$ cat config.mk
export PLATFORM = sky130hd
export DESIGN_NAME = tx_timec_seq_flat
export DESIGN_NICKNAME = d
export VERILOG_FILES = /design/src/rtl/tx_timec_seq_if.sv /design/src/rtl/tx_timec_seq.sv /design/src/flat_wrapper.sv
export SDC_FILE = /design/constraint.sdc
export NUM_CORES = 1
export LEC_CHECK = 0
export CORE_MARGIN = 3
export CORE_UTILIZATION = 42
export DETAILED_ROUTE_END_ITERATION = 6
export PLACE_DENSITY = 0.77
export SLEW_MARGIN = 25
export SYNTH_ARGS = -nofsm -noshare
export SYNTH_HDL_FRONTEND = slang
export SYNTH_SLANG_ARGS = --single-unit
export TNS_END_PERCENT = 20
$ cat constraint.sdc
create_clock -name pclk_tx -period 1.29 [get_ports pclk_tx]
set_input_delay 0.1935 -clock pclk_tx [delete_from_list [all_inputs] [get_ports pclk_tx]]
set_output_delay 0.1935 -clock pclk_tx [all_outputs]
set_load 0.01 [all_outputs]
$ cat src/rtl/tx_timec_seq_if.sv
// Time-code sequencer bus: request/strobe/grant inputs from the TX path and
// encoder feedback, plus shift image, bit position and status back out.
// When TX_TIMEC_OVERRUN_EN is defined the bus also carries timec_overrun.
interface tx_timec_seq_if;
    logic        tickin_tx;
    logic [7:0]  timein_control_flag_tx;
    logic        tx_bit_strobe;
    logic        grant_timec;
    logic [5:0]  last_type_in;
    logic        tx_dout_timec;
    logic        tx_sout_timec;
    logic [13:0] global_counter_transfer_time;
    logic [13:0] timecode_s;
    logic [5:0]  last_type_time;
    logic        last_tx_dout_timec;
    logic        last_tx_sout_timec;
    logic        last_timein_control_flag_tx;
    logic        timec_pending;
    logic        timec_done;
`ifdef TX_TIMEC_OVERRUN_EN
    logic        timec_overrun;
`endif

    // TX control side: issues requests and strobes, observes status.
    modport master (
`ifdef TX_TIMEC_OVERRUN_EN
        input  timec_overrun,
`endif
        output tickin_tx, timein_control_flag_tx, tx_bit_strobe, grant_timec,
               last_type_in, tx_dout_timec, tx_sout_timec,
        input  global_counter_transfer_time, timecode_s, last_type_time,
               last_tx_dout_timec, last_tx_sout_timec,
               last_timein_control_flag_tx, timec_pending, timec_done
    );

    // Sequencer side.
    modport slave (
`ifdef TX_TIMEC_OVERRUN_EN
        output timec_overrun,
`endif
        input  tickin_tx, timein_control_flag_tx, tx_bit_strobe, grant_timec,
               last_type_in, tx_dout_timec, tx_sout_timec,
        output global_counter_transfer_time, timecode_s, last_type_time,
               last_tx_dout_timec, last_tx_sout_timec,
               last_timein_control_flag_tx, timec_pending, timec_done
    );
endinterface

$ cat src/rtl/tx_timec_seq.sv
// SpaceWire TX time-code sequencer. Captures a time-code request, exposes
// the 14-bit shift image {HDR, time}, walks a one-hot bit position once per
// TX bit period and registers the encoder's data/strobe as line state.
// Optional: define TX_TIMEC_OVERRUN_EN to add a sticky timec_overrun flag
// that records requests arriving while a time code is already in flight.
module tx_timec_seq #(
    parameter logic [5:0] HDR = 6'b011100
) (
    input logic           pclk_tx,
    input logic           enable_tx,
    tx_timec_seq_if.slave bus
);
    typedef enum logic [1:0] {IDLE, ARMED, SEND} state_t;

    state_t      state, state_nxt;
    logic        capture, start, step, finish, ignored_tick;
    logic [13:0] counter;
    logic [7:0]  time_value;
    logic [5:0]  last_type;
    logic        last_dout, last_sout, parity, pending, done;

    // State register; enable_tx low returns the sequencer to IDLE.
    // NOTE: clocked state uses non-blocking assignments so every register
    // samples pre-edge values regardless of statement order.
    always_ff @(posedge pclk_tx) begin
        if (!enable_tx) state <= IDLE;
        else            state <= state_nxt;
    end

    // Next-state decode and one-cycle datapath controls.
    // NOTE: every output of this block is defaulted first so no path leaves
    // a signal unassigned and no latch is inferred.
    always_comb begin
        state_nxt    = state;
        capture      = 1'b0;
        start        = 1'b0;
        step         = 1'b0;
        finish       = 1'b0;
        ignored_tick = 1'b0;
        case (state)
            IDLE: begin
                if (bus.tickin_tx) begin
                    capture   = 1'b1;
                    state_nxt = ARMED;
                end
            end
            ARMED: begin
                ignored_tick = bus.tickin_tx;
                if (bus.grant_timec && bus.tx_bit_strobe) begin
                    start     = 1'b1;
                    state_nxt = SEND;
                end
            end
            SEND: begin
                // Grant is not consulted here: once started, the code completes.
                if (bus.tx_bit_strobe) begin
                    step = 1'b1;
                    if (counter[13]) begin
                        finish = 1'b1;
                        // A request coinciding with completion is accepted.
                        if (bus.tickin_tx) begin
                            capture   = 1'b1;
                            state_nxt = ARMED;
                        end else begin
                            state_nxt = IDLE;
                        end
                    end else begin
                        ignored_tick = bus.tickin_tx;
                    end
                end else begin
                    ignored_tick = bus.tickin_tx;
                end
            end
            default: state_nxt = IDLE;
        endcase
    end

    // Capture, bit-position walk, line-state registers and status flags.
    always_ff @(posedge pclk_tx) begin
        if (!enable_tx) begin
            counter    <= '0;
            time_value <= '0;
            last_type  <= 6'b000001;
            last_dout  <= 1'b0;
            last_sout  <= 1'b0;
            parity     <= 1'b0;
            pending    <= 1'b0;
            done       <= 1'b0;
        end else begin
            done <= finish;
            if (capture) time_value <= bus.timein_control_flag_tx;
            if (start) begin
                counter   <= 14'd1;
                last_type <= bus.last_type_in;
            end
            if (step) begin
                last_dout <= bus.tx_dout_timec;
                last_sout <= bus.tx_sout_timec;
                counter   <= finish ? 14'd0 : {counter[12:0], 1'b0};
            end
            if (finish) begin
                parity  <= ^time_value;
                pending <= 1'b0;
            end
            // A new capture wins over completion in the same cycle.
            if (capture) pending <= 1'b1;
        end
    end

`ifdef TX_TIMEC_OVERRUN_EN
    logic overrun;

    // Sticky record of requests dropped while a time code was in flight.
    always_ff @(posedge pclk_tx) begin
        if (!enable_tx)        overrun <= 1'b0;
        else if (ignored_tick) overrun <= 1'b1;
    end

    assign bus.timec_overrun = overrun;
`endif

    assign bus.global_counter_transfer_time = counter;
    assign bus.timecode_s                   = {HDR, time_value};
    assign bus.last_type_time               = last_type;
    assign bus.last_tx_dout_timec           = last_dout;
    assign bus.last_tx_sout_timec           = last_sout;
    assign bus.last_timein_control_flag_tx  = parity;
    assign bus.timec_pending                = pending;
    assign bus.timec_done                   = done;
endmodule
$ cat src/flat_wrapper.sv
// flat-port wrapper written by rule: the top's interface ports become plain ports
module tx_timec_seq_flat 
#(
    parameter logic [5:0] HDR = 6'b011100
)
  (pclk_tx, enable_tx, bus_tickin_tx, bus_timein_control_flag_tx, bus_tx_bit_strobe, bus_grant_timec, bus_last_type_in, bus_tx_dout_timec, bus_tx_sout_timec, bus_global_counter_transfer_time, bus_timecode_s, bus_last_type_time, bus_last_tx_dout_timec, bus_last_tx_sout_timec, bus_last_timein_control_flag_tx, bus_timec_pending, bus_timec_done);
  tx_timec_seq_if bus_i ();
  input logic pclk_tx;
  input logic enable_tx;
  input wire logic [$bits(bus_i.tickin_tx)-1:0] bus_tickin_tx;
  input wire logic [$bits(bus_i.timein_control_flag_tx)-1:0] bus_timein_control_flag_tx;
  input wire logic [$bits(bus_i.tx_bit_strobe)-1:0] bus_tx_bit_strobe;
  input wire logic [$bits(bus_i.grant_timec)-1:0] bus_grant_timec;
  input wire logic [$bits(bus_i.last_type_in)-1:0] bus_last_type_in;
  input wire logic [$bits(bus_i.tx_dout_timec)-1:0] bus_tx_dout_timec;
  input wire logic [$bits(bus_i.tx_sout_timec)-1:0] bus_tx_sout_timec;
  output wire logic [$bits(bus_i.global_counter_transfer_time)-1:0] bus_global_counter_transfer_time;
  output wire logic [$bits(bus_i.timecode_s)-1:0] bus_timecode_s;
  output wire logic [$bits(bus_i.last_type_time)-1:0] bus_last_type_time;
  output wire logic [$bits(bus_i.last_tx_dout_timec)-1:0] bus_last_tx_dout_timec;
  output wire logic [$bits(bus_i.last_tx_sout_timec)-1:0] bus_last_tx_sout_timec;
  output wire logic [$bits(bus_i.last_timein_control_flag_tx)-1:0] bus_last_timein_control_flag_tx;
  output wire logic [$bits(bus_i.timec_pending)-1:0] bus_timec_pending;
  output wire logic [$bits(bus_i.timec_done)-1:0] bus_timec_done;
  assign bus_i.tickin_tx = bus_tickin_tx;
  assign bus_i.timein_control_flag_tx = bus_timein_control_flag_tx;
  assign bus_i.tx_bit_strobe = bus_tx_bit_strobe;
  assign bus_i.grant_timec = bus_grant_timec;
  assign bus_i.last_type_in = bus_last_type_in;
  assign bus_i.tx_dout_timec = bus_tx_dout_timec;
  assign bus_i.tx_sout_timec = bus_tx_sout_timec;
  assign bus_global_counter_transfer_time = bus_i.global_counter_transfer_time;
  assign bus_timecode_s = bus_i.timecode_s;
  assign bus_last_type_time = bus_i.last_type_time;
  assign bus_last_tx_dout_timec = bus_i.last_tx_dout_timec;
  assign bus_last_tx_sout_timec = bus_i.last_tx_sout_timec;
  assign bus_last_timein_control_flag_tx = bus_i.last_timein_control_flag_tx;
  assign bus_timec_pending = bus_i.timec_pending;
  assign bus_timec_done = bus_i.timec_done;
  tx_timec_seq #(.HDR(HDR)) u_core (.pclk_tx(pclk_tx), .enable_tx(enable_tx), .bus(bus_i));
endmodule
==> results.md, run 1 <==
* Initial core utilization at 0.459
* Synth warn at 0
* Synth Cell Area at 1470 um^2
* Final setup TNS at -0.00425 ns
* Chip Height at 65.2 um
* Max Clk Rate at 773 MHz
* RSZ-0062 raised after global routing: true
* Filler cells at 287
* Count of different cell masters after synthesis at 27
* Fin crit period at 1.29 ns
* Overall routing resource usage at 0.166
* 1st-pass router iterations at 4
* Pwr dens at 987 nW/um^2
* Post-synth top area share at 0.477
* Syn_area_per_cell at 10.6 um^2
* CTS Buf Count at 5
* Largest net degree at the start of global routing at 36
* # setup viols final at 1
* CTS tree: done
* Utilization after layout at 0.680
* Port bufs at 53
* Count leader, synth: dfxtp_1
* Hold buffers post-CTS at 0
* Final setup margin at -0.00425 ns
* RD Place Congestion at 0.758
* Hold Vio Cnt, Final at 0
* Type of the worst setup path: flop to flop
* Die area at 4250 um^2
* Antenna diodes at 0
* Yosys top cell by area: dfxtp_1
* Hold EP: u_core.bus.last_type_time[0]
* Hold path cells at 3
* CP max FO at 5
* R2R depth at 5
* Worst path arrival time at 1.51 ns
* Core ar. at 3200 um^2
* Failing checks: setup timing
* Global-route wire length before repair at 5580 um
* Lkg Pwr at 0.986 nW
* Fin. max-slew vios at 0
* Via count at 1173
* CTS Sinks at 35
* Wire per inst at 12.9 um
* Synthesis-to-finish area growth at 48.3%
* Clk_lat worst skew at 0.33 ns
* Clock tree buffer depth at 2
* Synth area leaders: dfxtp_1 (48%), nor2b_1 (13%), mux2i_1 (11%)
* FF-to-FF Start: u_core.state[1]
* DIE WIDTH at 65.2 um
* CP Data Required Time at 1.51 ns
* Initial drt markers at 25
* # IOs at 60
* Max_cap viols at 0
* CP endpoint kind: flop
* Hold Startpoint: bus_last_type_in[0]
* Drt drc at 0
* Number of nets in the layout at 225
* Post-synth top cells: dfxtp_1 (35), nor2b_1 (31), mux2i_1 (16)
* Synth Register Bits at 35
* Overflow after GRT at 0
* Fin crit share at 1.00
* Number of routed nets with antenna violations at 0
* Run status: finished with violations
* H-tree Lvls at 2
* Sequential-to-total area share from yosys stat at 0.477
* Vias in the first global route at 1229
* Layout cells sized above 1 at 0.161
* Worst setup SP type: flop
* Max Clock Skew at 0.0104 ns
* Number of synthesized flops with an enable pin at 0
* DR vias/cell at 4.71
* Overall Power at 2.15 mW
* # rows at 20
* FF-to-FF End: u_core.time_value[7]
* Worst min path class: input pin to flop
* Cells after synthesis at 139
* Synth async-reset ratio at 0
* Initial antenna violation count at 0
* CTS Root Cell: clkbuf_4
* R2R setup slack at -0.004 ns
* Routed wire length at 3220 um
* Post-DP HPWL at 2280 um
* Clock transition at path regs at 0.10 ns
* Primary FF master, synth: dfxtp_1
* Peak VDD IR at 0.804 mV
[worst max-delay path: stages (launching register included)]
cell and delay [ns]:
dfxtp_4 0.37, a21boi_4 0.14, nor3b_4 0.24, buf_6 0.17, mux2i_1 0.20, nor2b_1 0.07
[metrics by stage]
stage	hold slack (ns)	setup WS (ns)	area [um^2]	instances
after floorplan	0.319	0.0862	1490	143
after global placement	0.456	-0.264	2060	236
after detailed placement	0.473	-0.353	2060	236
after CTS	0.442	-0.0147	2100	244
after global routing	0.454	-0.0983	2180	249
final	0.460	-0.00425	2180	249
[sequential cells by signal, indices dropped and copies added (netlist names)]
name	flops
u_core.bus.global_counter_transfer_time	14
u_core.bus.last_timein_control_flag_tx	1
u_core.bus.last_tx_dout_timec	1
u_core.bus.last_tx_sout_timec	1
u_core.bus.last_type_time	6
u_core.bus.timec_done	1
u_core.bus.timec_pending	1
u_core.state	2
u_core.time_value	8
[worst max-delay path by stage]
stage | startpoint | end | slack (ns) | cells past startpoint
after floorplan | u_core.bus.global_counter_transfer_time[13] | u_core.time_value[0] | 0.09 | 5
after global placement | bus_grant_timec | u_core.bus.global_counter_transfer_time[8] | -0.26 | 5
after detailed placement | bus_grant_timec | u_core.bus.global_counter_transfer_time[2] | -0.35 | 5
after CTS | u_core.state[1] | u_core.time_value[7] | -0.01 | 5
after global routing | u_core.state[1] | u_core.time_value[6] | -0.1 | 5
final | u_core.state[1] | u_core.time_value[7] | -0.004 | 5
[cells in the final DEF (no fill, tap or decap)]
master	n
and3_1	1
clkbuf_8	2
nor3b_4	1
conb_1	6
o21ai_0	2
nand2_2	1
and3b_2	1
xnor2_1	7
buf_6	1
buf_4	10
clkdlybuf4s50_1	20
a21boi_4	1
o21a_1	1
dfxtp_4	1
nor2b_1	31
and3b_1	1
nor2_1	1
or2b_1	1
o21ai_4	1
buf_12	2
a22oi_1	13
dlygate4sd2_1	33
nand2_1	3
and2_1	1
nand3_4	1
dfxtp_2	3
nor3_2	1
clkinvlp_4	1
a21oi_1	2
a21boi_0	2
and2b_2	1
clkbuf_4	5
dfxtp_1	31
mux2i_1	16
[cells by family after synthesis]
family / synth area share
XOR/XNOR: 0.0417
AND/OR/NAND/NOR: 0.200
flip-flops: 0.477
multiplexers: 0.109
other: 0.00511
buffers and inverters: 0.0587
AO/OA/AOI/OAI: 0.109
[cell type report]
cell class,instances,area [um^2],area share
multi-input combinational,96,728,0.334
sequential,35,708,0.325
clock buffer,7,65.1,0.0299
tap,44,55.1,0.0253
clock inverter,1,7.51,0.00344
timing repair buffer,66,616,0.282
[where the power goes]
group / leakage (nW) / internal, mW / switching [mW]
Sequential: 0.286 / 1.11 / 0.0276
Clock: 0.0375 / 0.319 / 0.347
Combinational: 0.663 / 0.204 / 0.143
Total: 0.986 / 1.63 / 0.517
[routing by layer]
metal,GRT usage,wire [um],share of wire,vias to the layer above
li1,-,-,-,589
met2,0.281,1530,0.47,48
met4,0.0674,40,0.012,0
met1,0.202,1460,0.45,531
met3,0.0376,191,0.059,5
met5,0,0,0,-
[timing repair]
| item | CTS | global route |
|---|---|---|
| gates resized for setup | 37 | 8 |
| gates cloned | 0 | 1 |
| endpoints found under the setup margin | 54 | 27 |
| setup buffers | 0 | 4 |
| pin swaps | 0 | 3 |
(Power assumes the default switching activity.)
==> run 2, diff against run 1 <==
Settings changed: SETUP_SLACK_MARGIN from default to 0.5.
==> run 2 against run 1 <==
Effect of this change: the flow still finishes with violations (setup timing); clock skew rose by 0.0038 ns; global-route usage rose by 1.3 points; combinational power up 8.1%; die area unchanged; sequential share of layout area down 1.9 points; count of clock-buffer cells in the layout did not move; first-iteration DRC count rose by 44%; sequential power about the same; clock power fell by 15%; fmax fell by 1.6%; critical path type unchanged.
==> results.md, run 2 (synthesis gave the netlist of run 1 again) <==
* Run status: finished with violations
* Failing checks: setup timing
* Global-route wire length before repair at 5830 um (+4.4%)
* DR vias/cell at 4.73 (+0.50%)
* CP endpoint kind: flop
* Combinational share of power at 0.180 (+0.019)
* Overflow after GRT at 0 (unchanged)
* Clock transition at path regs at 0.11 ns (about the same)
* Initial core utilization at 0.459 (unchanged)
* Psw at 0.533 mW (+3.1%)
* Overall routing resource usage at 0.178 (+0.0128)
* Chip Height at 65.2 um (unchanged)
* CTS Buf Count at 5 (unchanged)
* Largest net degree at the start of global routing at 36 (unchanged)
* Fin crit share at 1.02 (+0.0165)
* Hold Vio Cnt, Final at 0 (unchanged)
* Lkg Pwr at 1.02 nW (+3.1%)
* Placed Area at 2070 um^2 (+0.73%)
* Port bufs at 53 (unchanged)
* Worst min path class: input pin to flop
* Max FFs per register at 14 (unchanged)
* Antenna diodes at 0 (unchanged)
* Met1 WL at 1530 um (+4.9%)
* Utilization after layout at 0.739 (+0.0582)
* Fin. max-slew vios at 0 (unchanged)
* RSZ-0062 raised after global routing: true
* Routed wire length at 3630 um (+13%)
* DIE WIDTH at 65.2 um (unchanged)
* Final setup margin at -0.0256 ns (-0.0213 ns)
* Worst path arrival time at 1.59 ns (+0.08 ns)
* Number of routed nets with antenna violations at 0 (unchanged)
* Type of the worst setup path: flop to flop
* Seq. cell area at 723 um^2 (+2.1%)
* Filler cells at 246 (-14%)
* Commonest non-fill, non-tap cell in the layout: nor2b_1
* Sequential power share at 0.550 (+0.020)
* Pwr dens at 879 nW/um^2 (-11%)
* CP cell instances: and3b_2, o21ai_4, clkbuf_16, a22oi_2, nor2b_1
* CP peak stage delay at 0.39 ns (+0.02 ns)
* Slowest CP cell: dfxtp_4
* Vias in the first global route at 1285 (+4.6%)
* Die area at 4250 um^2 (unchanged)
* Max_cap viols at 0 (unchanged)
* Delay-heaviest family, CP: flip-flops
* Area of the multi-input gates at 803 um^2 (+10%)
* Clock tree buffer depth at 2 (unchanged)
* Switching Share at 0.256 (+0.0157)
* Finished Cell Area at 2370 um^2 (+8.6%)
* Met2 WL post-DR at 1760 um (+15%)
* Pint at 1.55 mW (-5.2%)
* WP buf/inv at 1 (unchanged)
* Worst setup SP type: flop
* Wire length on met3 at 274 um (+43%)
* CP Data Required Time at 1.56 ns (+0.05 ns)
* Max Clock Skew at 0.0142 ns (+0.00380 ns)
* CTS Root Cell: clkbuf_4
* Initial antenna violation count at 0 (unchanged)
* # setup viols final at 3 (+2)
* Placed insts at 236 (unchanged)
* # rows at 20 (unchanged)
* Initial drt markers at 36 (+44%)
* Core ar. at 3200 um^2 (unchanged)
* Wire per inst at 14.2 um (+9.6%)
* Max Clk Rate at 760 MHz (-1.6%)
* Number of nets in the layout at 232 (+3.1%)
* Non-filler cells, final at 256 (+2.8%)
* Fin crit period at 1.32 ns (+0.0213 ns)
* CP max FO at 8 (+3)
* Top Metal Used: met4
* Via count at 1212 (+3.3%)
* Final hold slack at 0.361 ns (-0.0989 ns)
* 1st-pass router iterations at 4 (unchanged)
* # IOs at 60 (unchanged)
* Clk_lat worst skew at 0.34 ns (about the same)
* Most frequent cells in the layout: nor2b_1 (30), dlygate4sd2_1 (21), dfxtp_1 (21), clkdlybuf4s50_1 (19), buf_4 (14)
* Peak VDD IR at 0.754 mV (-6.1%)
* RD Place Congestion at 0.805 (+6.2%)
* Post-DP HPWL at 2270 um (-0.57%)
* Placement Setup Slack at -0.319 ns (+0.0340 ns)
* Layout cells sized above 1 at 0.358 (+0.198)
* Clock network fraction of design power at 0.270 (-0.039)
* H-tree Lvls at 2 (unchanged)
* Drt drc at 0 (unchanged)
* Synthesis-to-finish area growth at 60.9%
* CTS Sinks at 35 (unchanged)
* CTS tree: done
run 2: per-stage QoR:
stage,power [mW],setup TNS [ns]
2_1_floorplan,1.35,0
3_3_place_gp,1.50,-6.91
3_5_place_dp,1.50,-8.57
4_1_cts,2.06,-0.0305
5_1_grt,2.20,-0.600
6_report,2.08,-0.0522
run 2: final timing paths:
kind                                                     end  depth (start not counted)  slack, ns                          from
hold reg to reg                 u_core.bus.last_type_time[0]                          2       0.49  u_core.bus.last_type_time[0]
setup / recovery  u_core.bus.global_counter_transfer_time[4]                          5      -0.03               u_core.state[0]
setup reg to reg  u_core.bus.global_counter_transfer_time[4]                          5      -0.03               u_core.state[0]
hold / removal                               u_core.state[1]                          4       0.36             bus_tx_bit_strobe
run 2: cell type report:
cell class              instances  area share
clock inverters                 1     0.00212
well taps                      44      0.0233
multi-input cells              96       0.340
clock buffers                   7      0.0190
flip-flops and latches         35       0.306
repair buffers                 73       0.310
run 2: per-layer routing:
metal  vias up  GRT usage
li1        606          -
met1       554      0.190
met2        46      0.310
met3         6     0.0752
met4         0     0.0699
met5         -          0
run 2: worst register-to-register path, delay by kind of cell (launching register included):
kind	cells	cell delay [ns]
flops	1	0.39
compound gates	2	0.29
simple gates	2	0.37
buf+inv	1	0.20
run 2: power groups by stage:
stage | Clock [mW] | Sequential (mW) | Combinational, mW
after floorplan | 0 | 1.18 | 0.180
after global placement | 0 | 1.16 | 0.333
after detailed placement | 0 | 1.17 | 0.339
after CTS | 0.585 | 1.14 | 0.334
after global routing | 0.641 | 1.15 | 0.404
final | 0.562 | 1.14 | 0.374
run 2: repair_timing:
action	CTS	global route
endpoints found under the setup margin	68	68
cloned	0	1
resized for setup	93	25
pin swaps	1	4
buffers inserted	8	3
hold buffers	0	0
==> run 3, diff against run 2 <==
Settings changed: GPL_TIMING_DRIVEN from default to 0.
==> run 3 against run 2 <==
Effect of this change: the flow now finishes without violations; sequential power barely moved; final area fell by 4.5%; power fell by 1.4%; register-to-register slack improved by 0.04 ns; critical path depth did not move; wire length fell by 7.2%; largest cell class is now sequential cells; highest routed layer unchanged.
==> results.md, run 3 (synthesis gave the netlist of run 1 again) <==
* Area of the multi-input gates at 702 um^2 (-13%)
* Via count at 1196 (-1.3%)
* Max Clock Skew at 0.00923 ns (-0.00495 ns)
* CTS tree: done
* R2R setup slack at 0.01 ns (+0.04 ns)
* Antenna diodes at 0 (unchanged)
* Vias in the first global route at 1210 (-5.8%)
* Wire per inst at 13.2 um (-7.2%)
* Drt drc at 0 (unchanged)
* Die area at 4250 um^2 (unchanged)
* Core ar. at 3200 um^2 (unchanged)
* Overall Power at 2.05 mW (-1.4%)
* Max FFs per register at 14 (unchanged)
* CTS Buf Count at 5 (unchanged)
* Filler cells at 283 (+15%)
* Most frequent cells in the layout: nor2b_1 (31), buf_6 (30), dfxtp_2 (28), clkdlybuf4s50_1 (18), mux2i_1 (15)
* Number of nets in the layout at 232 (unchanged)
* R2R depth at 5 (unchanged)
* CP max FO at 9 (+1)
* DR vias/cell at 4.67 (-1.3%)
* CP Launch Point: u_core.state[1]
* FF-to-FF Start: u_core.state[1]
* FF-to-FF End: u_core.time_value[2]
* Worst setup SP type: flop
* Switching Share at 0.248 (-0.00810)
* Worst min path class: input pin to flop
* CP peak stage delay at 0.36 ns (-0.03 ns)
* Final hold slack at 0.320 ns (-0.0410 ns)
* Lkg Pwr at 0.972 nW (-4.4%)
* Clock transition at path regs at 0.10 ns (about the same)
* Synthesis-to-finish area growth at 53.6%
* Chip Height at 65.2 um (unchanged)
* CP endpoint kind: flop
* CP cell instances: a21boi_2, nor3b_2, buf_6, mux2i_2, nor2b_1
* Placement Setup Slack at -0.405 ns (-0.0869 ns)
* Sequential power share at 0.559 (+0.009)
* Max_cap viols at 0 (unchanged)
* Port bufs at 53 (unchanged)
* Routed wire length at 3370 um (-7.2%)
* # rows at 20 (unchanged)
* RD Place Congestion at 0.845 (+5.0%)
* Clk_lat worst skew at 0.33 ns (about the same)
* Largest net degree at the start of global routing at 11 (-69%)
* Slowest CP cell: dfxtp_2
* Type of the worst setup path: flop to flop
* CTS Sinks at 35 (unchanged)
* Number of routed nets with antenna violations at 0 (unchanged)
* Initial antenna violation count at 0 (unchanged)
* Fin crit period at 1.28 ns (-0.0361 ns)
* Fin. max-slew vios at 0 (unchanged)
* Overall routing resource usage at 0.170 (-0.00874)
* Combinational share of power at 0.172 (-0.008)
* Initial core utilization at 0.459 (unchanged)
* # setup viols final at 0 (-3)
* 1st-pass router iterations at 4 (unchanged)
* Clock tree buffer depth at 2 (unchanged)
* Worst Setup EP: u_core.time_value[2]
* CTS Root Cell: clkbuf_4
* # IOs at 60 (unchanged)
* Pwr dens at 908 nW/um^2 (+3.2%)
* RSZ-0062 raised after global routing: true
* Psw at 0.508 mW (-4.6%)
* Final setup margin at 0.0105 ns (+0.0361 ns)
* Clock network fraction of design power at 0.269 (about the same)
* Utilization after layout at 0.705 (-0.0336)
* Overflow after GRT at 0 (unchanged)
* Run status: finished clean
* Commonest non-fill, non-tap cell in the layout: nor2b_1
* DIE WIDTH at 65.2 um (unchanged)
* Worst path arrival time at 1.50 ns (-0.09 ns)
* Seq. cell area at 743 um^2 (+2.8%)
* Peak VDD IR at 0.547 mV (-27%)
* Hold Vio Cnt, Final at 0 (unchanged)
* Max Clk Rate at 782 MHz (+2.8%)
* Post-DP HPWL at 2390 um (+5.1%)
* H-tree Lvls at 2 (unchanged)
* Layout cells sized above 1 at 0.434 (+0.0755)
* Global-route wire length before repair at 5620 um (-3.6%)
* Pint at 1.54 mW (-0.38%)
* Fin crit share at 0.992 (-0.0280)
* Initial drt markers at 31 (-14%)
* CP Data Required Time at 1.51 ns (-0.05 ns)
-- run 3: cell count changes in the layout (fill, tap and decap cells not counted), moves of 2 or more --
cell and delta:
dfxtp_1 -16, clkbuf_2 +4, mux2i_2 -2, a22oi_1 +11
mux2i_1 +2, dfxtp_2 +16, dlygate4sd2_1 -15, buf_12 -3
a22oi_2 -11, buf_6 +17
-- run 3: timing repair --
action                                  4_1_cts  5_1_grt
setup buffers                                 7        1
gates resized for setup                      95       89
pin swaps                                     0        1
hold buffers                                  0        0
endpoints found under the setup margin       68       68
-- run 3: worst min path at each step --
stage                                             from                            to  cells after the start  slack, ns
after floorplan                    bus_last_type_in[0]  u_core.bus.last_type_time[0]                      2       0.32
after global placement    u_core.bus.last_type_time[0]  u_core.bus.last_type_time[0]                      2       0.46
after detailed placement  u_core.bus.last_type_time[0]  u_core.bus.last_type_time[0]                      2       0.47
after CTS                          bus_last_type_in[0]  u_core.bus.last_type_time[0]                      3       0.45
after global routing                   bus_grant_timec               u_core.state[0]                      4       0.36
final                                  bus_grant_timec               u_core.state[0]                      4       0.32
-- run 3: layer usage --
layer  vias up  global-route usage  wire length, um
met5         -                   0                0
met4         0              0.0596               25
met3         5              0.0513              247
met2        45               0.300             1650
met1       541               0.192             1450
li1        605                   -                -
-- run 3: power by group through the flow --
stage	Sequential (mW)	Combinational [mW]	Clock, mW
6_report	1.15	0.353	0.552
5_1_grt	1.15	0.383	0.627
4_1_cts	1.14	0.343	0.577
3_5_place_dp	1.17	0.343	0
3_3_place_gp	1.16	0.337	0
2_1_floorplan	1.18	0.180	0
-- run 3: metrics by stage --
step | TNS (ns) | std cells | area [um^2]
final | 0 | 256 | 2260
after floorplan | 0 | 143 | 1490
after global placement | -8.60 | 240 | 2070
after CTS | 0 | 255 | 2180
after detailed placement | -9.18 | 240 | 2070
after global routing | -0.280 | 256 | 2260
-- run 3: final cells by class --
cell class / count / share of cell area
flip-flops and latches: 35 / 0.329
multi-input cells: 96 / 0.311
repair buffers: 61 / 0.272
plain buffers: 12 / 0.0416
well taps: 44 / 0.0244
clock buffers: 7 / 0.0199
clock inverters: 1 / 0.00222
-- run 3: worst max-delay path: cells and delay by family, from the launching register on --
family	cells	cell delay, ns
buffers and inverters	1	0.18
muxes	1	0.23
DFF	1	0.36
and+or+nand+nor	2	0.24
AOI/OAI and AO/OA	1	0.17
